`config.mk`:
```
export PLATFORM = sky130hd
export DESIGN_NAME = calendar_counter
export DESIGN_NICKNAME = d
export VERILOG_FILES = /design/src/rtl/calendar_counter_pkg.sv /design/src/rtl/calendar_counter_month_len.sv /design/src/rtl/calendar_counter.sv
export SDC_FILE = /design/constraint.sdc
export NUM_CORES = 1
export LEC_CHECK = 0
export ABC_AREA = 1
export CAP_MARGIN = 20
export CORE_ASPECT_RATIO = 1.1
export CORE_UTILIZATION = 51
export DETAILED_ROUTE_END_ITERATION = 10
export PLACE_DENSITY = 0.78
export SLEW_MARGIN = 0
export SYNTH_ARGS = -nofsm -noshare
export SYNTH_HDL_FRONTEND = slang
export SYNTH_SLANG_ARGS = --single-unit
```
`constraint.sdc`:
```
create_clock -name clk -period 3.1 [get_ports clk]
set_clock_uncertainty 0.15 [all_clocks]
set_input_delay 0.31 -clock clk [delete_from_list [all_inputs] [get_ports clk]]
set_output_delay 0.31 -clock clk [all_outputs]
set_load 0.03 [all_outputs]
```
`src/rtl/calendar_counter_pkg.sv`:
```
// rtl/calendar_counter_pkg.sv - shared BCD types, limits and digit helpers for the calendar counter
package calendar_counter_pkg;

  typedef logic [7:0] bcd2_t;

  localparam bcd2_t MIN_MAX  = 8'h59;
  localparam bcd2_t HOUR_MAX = 8'h23;
  localparam bcd2_t MON_MAX  = 8'h12;
  localparam bcd2_t DAY_MIN  = 8'h01;

  localparam bcd2_t MON_JAN = 8'h01;
  localparam bcd2_t MON_FEB = 8'h02;
  localparam bcd2_t MON_MAR = 8'h03;
  localparam bcd2_t MON_APR = 8'h04;
  localparam bcd2_t MON_MAY = 8'h05;
  localparam bcd2_t MON_JUN = 8'h06;
  localparam bcd2_t MON_JUL = 8'h07;
  localparam bcd2_t MON_AUG = 8'h08;
  localparam bcd2_t MON_SEP = 8'h09;
  localparam bcd2_t MON_OCT = 8'h10;
  localparam bcd2_t MON_NOV = 8'h11;
  localparam bcd2_t MON_DEC = 8'h12;

  localparam bcd2_t DAYS_31 = 8'h31;
  localparam bcd2_t DAYS_30 = 8'h30;
  localparam bcd2_t DAYS_29 = 8'h29;
  localparam bcd2_t DAYS_28 = 8'h28;

  function automatic bcd2_t bcd2_inc(input bcd2_t v);
    bcd2_t r;
    if (v[3:0] >= 4'd9) begin
      r[3:0] = 4'd0;
      r[7:4] = (v[7:4] >= 4'd9) ? 4'd0 : v[7:4] + 4'd1;
    end else begin
      r[3:0] = v[3:0] + 4'd1;
      r[7:4] = v[7:4];
    end
    return r;
  endfunction

  function automatic logic [15:0] bcd4_inc(input logic [15:0] v);
    logic [15:0] r;
    r[7:0]  = bcd2_inc(v[7:0]);
    r[15:8] = (v[7:0] == 8'h99) ? bcd2_inc(v[15:8]) : v[15:8];
    return r;
  endfunction

  // 10*t + o is congruent to 2*t + o modulo 4, so no binary conversion is needed.
  function automatic logic bcd2_div4(input bcd2_t v);
    return ((5'({v[7:4], 1'b0}) + 5'(v[3:0])) & 5'd3) == 5'd0;
  endfunction

endpackage

```
`src/rtl/calendar_counter_month_len.sv`:
```
// rtl/calendar_counter_month_len.sv - days in a BCD month, with full Gregorian leap-year rule
module calendar_counter_month_len
  import calendar_counter_pkg::*;
(
  input  logic [7:0]  mon,
  input  logic [15:0] year,
  output logic [7:0]  days
);

  logic leap;

  // Century years take the leap decision from the upper two digits.
  assign leap = (year[7:0] == 8'h00) ? bcd2_div4(year[15:8]) : bcd2_div4(year[7:0]);

  always_comb begin
    days = DAYS_31;
    case (mon)
      MON_JAN, MON_MAR, MON_MAY, MON_JUL,
      MON_AUG, MON_OCT, MON_DEC:          days = DAYS_31;
      MON_APR, MON_JUN, MON_SEP, MON_NOV: days = DAYS_30;
      MON_FEB:                            days = leap ? DAYS_29 : DAYS_28;
      default:                            days = DAYS_31;
    endcase
  end

endmodule

```
`src/rtl/calendar_counter.sv`:
```
// rtl/calendar_counter.sv - BCD time/date counter with tick prescaler, full carry chain and field adjust
module calendar_counter
  import calendar_counter_pkg::*;
#(
  parameter int          TICKS_PER_MIN = 60,
  parameter logic [15:0] INIT_YEAR     = 16'h2015
) (
  input  logic       clk,
  input  logic       rst,
  input  logic       tick,
  input  logic       adj_min,
  input  logic       adj_hour,
  input  logic       adj_day,
  input  logic       adj_mon,
  input  logic       adj_year,
  output logic [3:0] hour0,
  output logic [3:0] hour1,
  output logic [3:0] hour2,
  output logic [3:0] hour3,
  output logic [3:0] day0,
  output logic [3:0] day1,
  output logic [3:0] mon0,
  output logic [3:0] mon1,
  output logic [3:0] year0,
  output logic [3:0] year1,
  output logic [3:0] year2,
  output logic [3:0] year3
);

  localparam logic [7:0] TICK_LAST = 8'(TICKS_PER_MIN - 1);

  logic [7:0]  tick_cnt_q, tick_cnt_d;
  bcd2_t       min_q, min_d;
  bcd2_t       hour_q, hour_d;
  bcd2_t       day_q, day_d;
  bcd2_t       mon_q, mon_d;
  logic [15:0] year_q, year_d;

  bcd2_t       len_cur, len_adj;
  bcd2_t       mon_adj, clamp_mon;
  logic [15:0] year_adj, clamp_year;

  assign mon_adj  = (mon_q >= MON_MAX) ? MON_JAN : bcd2_inc(mon_q);
  assign year_adj = bcd4_inc(year_q);

  // Second lookup sees the month/year as they will be after an adjust, for day clamping.
  assign clamp_mon  = adj_mon ? mon_adj : mon_q;
  assign clamp_year = adj_mon ? year_q  : year_adj;

  calendar_counter_month_len u_len_cur (
    .mon  (mon_q),
    .year (year_q),
    .days (len_cur)
  );

  calendar_counter_month_len u_len_adj (
    .mon  (clamp_mon),
    .year (clamp_year),
    .days (len_adj)
  );

  always_comb begin
    tick_cnt_d = tick_cnt_q;
    min_d      = min_q;
    hour_d     = hour_q;
    day_d      = day_q;
    mon_d      = mon_q;
    year_d     = year_q;

    if (adj_min) begin
      min_d      = (min_q >= MIN_MAX) ? 8'h00 : bcd2_inc(min_q);
      tick_cnt_d = 8'd0;
    end else if (adj_hour) begin
      hour_d = (hour_q >= HOUR_MAX) ? 8'h00 : bcd2_inc(hour_q);
    end else if (adj_day) begin
      day_d = (day_q >= len_cur) ? DAY_MIN : bcd2_inc(day_q);
    end else if (adj_mon) begin
      mon_d = mon_adj;
      if (day_q > len_adj) day_d = len_adj;
    end else if (adj_year) begin
      year_d = year_adj;
      if (day_q > len_adj) day_d = len_adj;
    end else if (tick) begin
      if (tick_cnt_q == TICK_LAST) begin
        tick_cnt_d = 8'd0;
        if (min_q >= MIN_MAX) begin
          min_d = 8'h00;
          if (hour_q >= HOUR_MAX) begin
            hour_d = 8'h00;
            if (day_q >= len_cur) begin
              day_d = DAY_MIN;
              if (mon_q >= MON_MAX) begin
                mon_d  = MON_JAN;
                year_d = year_adj;
              end else begin
                mon_d = bcd2_inc(mon_q);
              end
            end else begin
              day_d = bcd2_inc(day_q);
            end
          end else begin
            hour_d = bcd2_inc(hour_q);
          end
        end else begin
          min_d = bcd2_inc(min_q);
        end
      end else begin
        tick_cnt_d = tick_cnt_q + 8'd1;
      end
    end
  end

  always_ff @(posedge clk) begin
    if (rst) begin
      tick_cnt_q <= 8'd0;
      min_q      <= 8'h00;
      hour_q     <= 8'h00;
      day_q      <= DAY_MIN;
      mon_q      <= MON_JAN;
      year_q     <= INIT_YEAR;
    end else begin
      tick_cnt_q <= tick_cnt_d;
      min_q      <= min_d;
      hour_q     <= hour_d;
      day_q      <= day_d;
      mon_q      <= mon_d;
      year_q     <= year_d;
    end
  end

  assign hour0 = min_q[3:0];
  assign hour1 = min_q[7:4];
  assign hour2 = hour_q[3:0];
  assign hour3 = hour_q[7:4];
  assign day0  = day_q[3:0];
  assign day1  = day_q[7:4];
  assign mon0  = mon_q[3:0];
  assign mon1  = mon_q[7:4];
  assign year0 = year_q[3:0];
  assign year1 = year_q[7:4];
  assign year2 = year_q[11:8];
  assign year3 = year_q[15:12];

endmodule
```
==> report_table.html <==
<table>
<tr><th>Metric</th><th>Value</th></tr>
<tr><th colspan="2">Clock tree</th></tr>
<tr><td>Number of buffers inserted during clock tree synthesis</td><td>5</td></tr>
<tr><td>Root Buffer Master</td><td>clkbuf_8</td></tr>
<tr><td>CTS clock-pin slew for the worst setup and hold paths</td><td>110 ps</td></tr>
<tr><td>Clock latency reported for the late side of the worst-skew pair</td><td>~310 ps</td></tr>
<tr><td>Sink Count</td><td>56</td></tr>
<tr><td>Clk buf depth</td><td>2</td></tr>
<tr><td>TritonCTS clock tree</td><td>yes</td></tr>
<tr><td>Count of hold buffers inserted by post-cts repair</td><td>0</td></tr>
<tr><td>CTS H-tree lvls</td><td>2</td></tr>
<tr><th colspan="2">Route</th></tr>
<tr><td>Number of remaining DRC errors</td><td>0</td></tr>
<tr><td>Vias</td><td>4423</td></tr>
<tr><td>Via density</td><td>about 5.4</td></tr>
<tr><td>Antenna-violating nets left</td><td>0</td></tr>
<tr><td>Average wire length per cell after detail routing</td><td>between 10 and 15 um</td></tr>
<tr><td>Number of iterations in the first detailed-routing pass</td><td>5</td></tr>
<tr><td>Number of design-rule violations left by the first detailed-router iteration</td><td>around 260</td></tr>
<tr><td>Routed WL</td><td>about 11000 um</td></tr>
<tr><th colspan="2">Synthesis</th></tr>
<tr><td>Adder-cell share of the synthesized area</td><td>a little over an eighth</td></tr>
<tr><td>Yosys warning total</td><td>0</td></tr>
<tr><td>Count of mapped cells out of synthesis</td><td>623</td></tr>
<tr><td>Multiplexer share of the synthesized area</td><td>0%</td></tr>
<tr><td>Fraction of synthesized cell area in xor and xnor cells</td><td>1.470%</td></tr>
<tr><td>Main area contributors after synthesis</td><td>dfxtp_1 (27%), nand2_1 (14%), ha_1 (13%), inv_1 (6.7%), a21oi_1 (6.5%)</td></tr>
<tr><td>Post-Syn Area</td><td>4172 um^2</td></tr>
<tr><td>Dominant combinational cell family by area after synthesis</td><td>simple AND/OR/NAND/NOR gates</td></tr>
<tr><td>Share of the synthesized area in the top cell type</td><td>between 20 and 30%</td></tr>
<tr><td>Number of storage elements in the synthesis netlist</td><td>56</td></tr>
<tr><td>Complex-gate fraction of the synthesized area</td><td>16.53%</td></tr>
<tr><td>Post-synthesis cell type count</td><td>46</td></tr>
<tr><td>Cell type with the highest aggregate area in the netlist</td><td>dfxtp_1</td></tr>
<tr><td>Most frequently used flop master after synthesis</td><td>dfxtp_1</td></tr>
<tr><td>Async S/R FF share, synth</td><td>0%</td></tr>
<tr><td>Seq/Total Area, Yosys</td><td>26.87%</td></tr>
<tr><td>Synthesized netlist net count</td><td>about 680</td></tr>
<tr><td>Post-synthesis share of cell area spent on and, or, nand and nor gates</td><td>around a third</td></tr>
<tr><td>Count of flip-flops with a built-in enable after synthesis</td><td>0</td></tr>
<tr><td>Avg Inst Size Synth</td><td>around 6.7 um^2</td></tr>
<tr><th colspan="2">Worst setup path</th></tr>
<tr><td>Critical path, cell by cell</td><td>inv_2, ha_1, inv_1, nor2_2, nand3b_1, and3b_1, ha_1, nand2_1, nor2_2, nand4_1, nand3_2, a21oi_2, nor2_2, nand3b_1, inv_2, buf_12, clkbuf_16, nand2_1, o211ai_1</td></tr>
<tr><td>Startpoint type of the worst setup path</td><td>flip-flop</td></tr>
<tr><td>Stage delay of the slowest cell on the critical path</td><td>~370 ps</td></tr>
<tr><td>WP data required</td><td>roughly 3200 ps</td></tr>
<tr><td>Worst path slowest cell</td><td>dfxtp_4</td></tr>
<tr><td>Arrival @ worst endpoint</td><td>3060 ps</td></tr>
<tr><td>Max FO, Critical Path</td><td>6</td></tr>
<tr><td>Sort of element at the end of the critical path</td><td>flip-flop</td></tr>
<tr><td>Type of the worst setup path</td><td>reg2reg</td></tr>
<tr><td>Most frequent cell on the critical path</td><td>nor2_2</td></tr>
<tr><th colspan="2">Floorplan</th></tr>
<tr><td>Die Y</td><td>~97 um</td></tr>
<tr><td>Die outline width</td><td>roughly 90 um</td></tr>
<tr><td>Site row count</td><td>34</td></tr>
<tr><td>Number of top-level pins</td><td>56</td></tr>
<tr><td>Starting Density</td><td>between 50% and 60%</td></tr>
<tr><td>Core ar.</td><td>7913 um^2</td></tr>
<tr><td>Full die area</td><td>approximately 8500 um^2</td></tr>
<tr><th colspan="2">Placed design</th></tr>
<tr><td>Worst setup timing slack at the placement stage</td><td>-72.68 ps</td></tr>
<tr><td>RD Place Congestion</td><td>~0.92</td></tr>
<tr><td>Detailed Place HPWL</td><td>roughly 7500 um</td></tr>
<tr><td>Buffers added on ports</td><td>between 50 and 60</td></tr>
<tr><td>Count of placed standard cells including taps</td><td>about 800</td></tr>
<tr><td>Standard cell area after detailed placement</td><td>approximately 5000 um^2</td></tr>
<tr><th colspan="2">Global route</th></tr>
<tr><td>Antenna violations before repair</td><td>0</td></tr>
<tr><td>Remaining global-route overflow</td><td>0</td></tr>
<tr><td>Wire length of the first global-routing pass</td><td>~17000 um</td></tr>
<tr><td>Largest net degree at the start of global routing</td><td>24</td></tr>
<tr><td>GR Util All Layers</td><td>about a quarter</td></tr>
<tr><td>Vias in the first global route</td><td>roughly 3.8k</td></tr>
<tr><th colspan="2">Status</th></tr>
<tr><td>Run status</td><td>finished, final reports clean</td></tr>
<tr><th colspan="2">Final layout</th></tr>
<tr><td>Antenna diode instance count</td><td>0</td></tr>
<tr><td>NumNets Final</td><td>around 760</td></tr>
<tr><td>Fin util</td><td>roughly 69%</td></tr>
<tr><td>Area of all placed cells without fillers</td><td>5473 um^2</td></tr>
<tr><td>Ratio of cells with drive above 1 in the final layout</td><td>roughly a fifth</td></tr>
<tr><td>Post-route insts no fill</td><td>820</td></tr>
<tr><td>P&amp;R area growth vs syn</td><td>31.19%</td></tr>
<tr><th colspan="2">Power</th></tr>
<tr><td>Power per unit of standard cell area</td><td>roughly 270 nW/um^2</td></tr>
<tr><td>Leakage Power</td><td>about 2.3 nW</td></tr>
<tr><td>Power Total</td><td>~1.5 mW</td></tr>
<tr><td>Maximum resistive drop on vdd</td><td>around 0.00028 V</td></tr>
<tr><th colspan="2">STA</th></tr>
<tr><td>Final count of hold timing violations</td><td>0</td></tr>
<tr><td>Worst slew margin</td><td>around 48%</td></tr>
<tr><td>Period utilisation layout</td><td>between 90% and 100%</td></tr>
<tr><td>Transition at the pin with the smallest max-transition slack</td><td>between 700 and 800 ps</td></tr>
<tr><td>Smallest setup slack after layout</td><td>123.2 ps</td></tr>
<tr><td>Setup total negative slack</td><td>0 ps</td></tr>
<tr><td>Final period demand of the worst path</td><td>2977 ps</td></tr>
<tr><td>RSZ-0062 raised after global routing</td><td>yes</td></tr>
<tr><td>Final Slew Violations</td><td>0</td></tr>
<tr><td>Peak Freq</td><td>around 340 MHz</td></tr>
<tr><td>Worst Hold Slack</td><td>~300 ps</td></tr>
<tr><td>Setup violators final</td><td>0</td></tr>
<tr><th colspan="2">Job</th></tr>
<tr><td>Number of maximum-capacitance violations</td><td>0</td></tr>
<tr><th colspan="2">Hold path</th></tr>
<tr><td>Worst hold path class</td><td>reg2reg</td></tr>
</table>
[where the power goes]
part	internal [mW]	switching [mW]	leakage, nW
Sequential	0.731	0.0207	0.454
Clock	0.163	0.259	0.0485
Combinational	0.116	0.181	1.84
[synth_stat cells (all sizes together), types with 5 or more instances]
master and count:
o21ai 34, nand2 164, a21oi 57, nor3 9
a211oi 8, nand4 10, buf 9, nand3b 5
nand3 42, inv 80, dfxtp 56, xor2 7
nor2 66, ha 45, clkbuf 5
[metal layers]
layer / share of wire (%) / routed length, um / track usage [%] / up-vias
met4: 2.2 / 231 / 6.700 / 0
met2: 48 / 5074 / 37.69 / 171
met5: 0 / 0 / 0 / -
met3: 5.7 / 604 / 3.328 / 24
met1: 45 / 4763 / 32.89 / 2011
li1: - / - / - / 2217
[final timing paths]
check | from | to | slack [ps] | depth (start not counted)
hold reg to reg | hour_q[6] | hour_q[6] | 310 | 2
hold / removal | hour_q[6] | hour_q[6] | 310 | 2
setup / recovery | mon_q[4] | year_q[4] | 120 | 19
setup reg to reg | mon_q[4] | year_q[4] | 120 | 19
[area by class of cell]
type,instances,area [um^2]
multi-input cells,474,2905
fillers,641,2440
well taps,108,135.1
clock inverters,3,22.52
repair buffers,94,897.1
clock buffers,5,68.82
flip-flops and latches,56,1136
inverters,80,307.8
[worst max-delay path, delay by kind of cell (launching register included)]
family,cells,cell delay [ps]
buffers and inverters,5,540
DFF,1,370
and+or+nand+nor,10,1290
adders and majority gates,2,430
AOI/OAI and AO/OA,2,120
[sequential cells by signal, indices dropped and copies added (netlist names), named ones only]
signal      count
year_q         14
day_q           8
hour_q          8
min_q           8
mon_q           8
tick_cnt_q      8
[layout by cell type (no fill, tap or decap), types with 6 or more instances in the layout]
master / instances
xor2_1: 7
clkdlybuf4s50_1: 55
nand3_1: 36
nand2_1: 145
nor3_1: 8
o21ai_0: 24
nor2_2: 9
nor2_1: 54
a21oi_1: 45
a21oi_2: 10
dfxtp_2: 6
inv_1: 65
nand4_1: 9
dfxtp_1: 48
nand2_2: 17
inv_2: 13
ha_1: 38
buf_4: 33
[cells by family after synthesis]
family,count (synthesis)
xor+xnor,7
buf+inv,94
fa+ha+maj,45
simple gates,303
flops,56
compound gates,118
[repair_timing]
item	in CTS	in global routing
setup buffers	0	8
endpoints found under the setup margin	7	30
resized for setup	7	81
gates cloned	0	2
pin swaps	3	22
(Power assumes the default switching activity.)
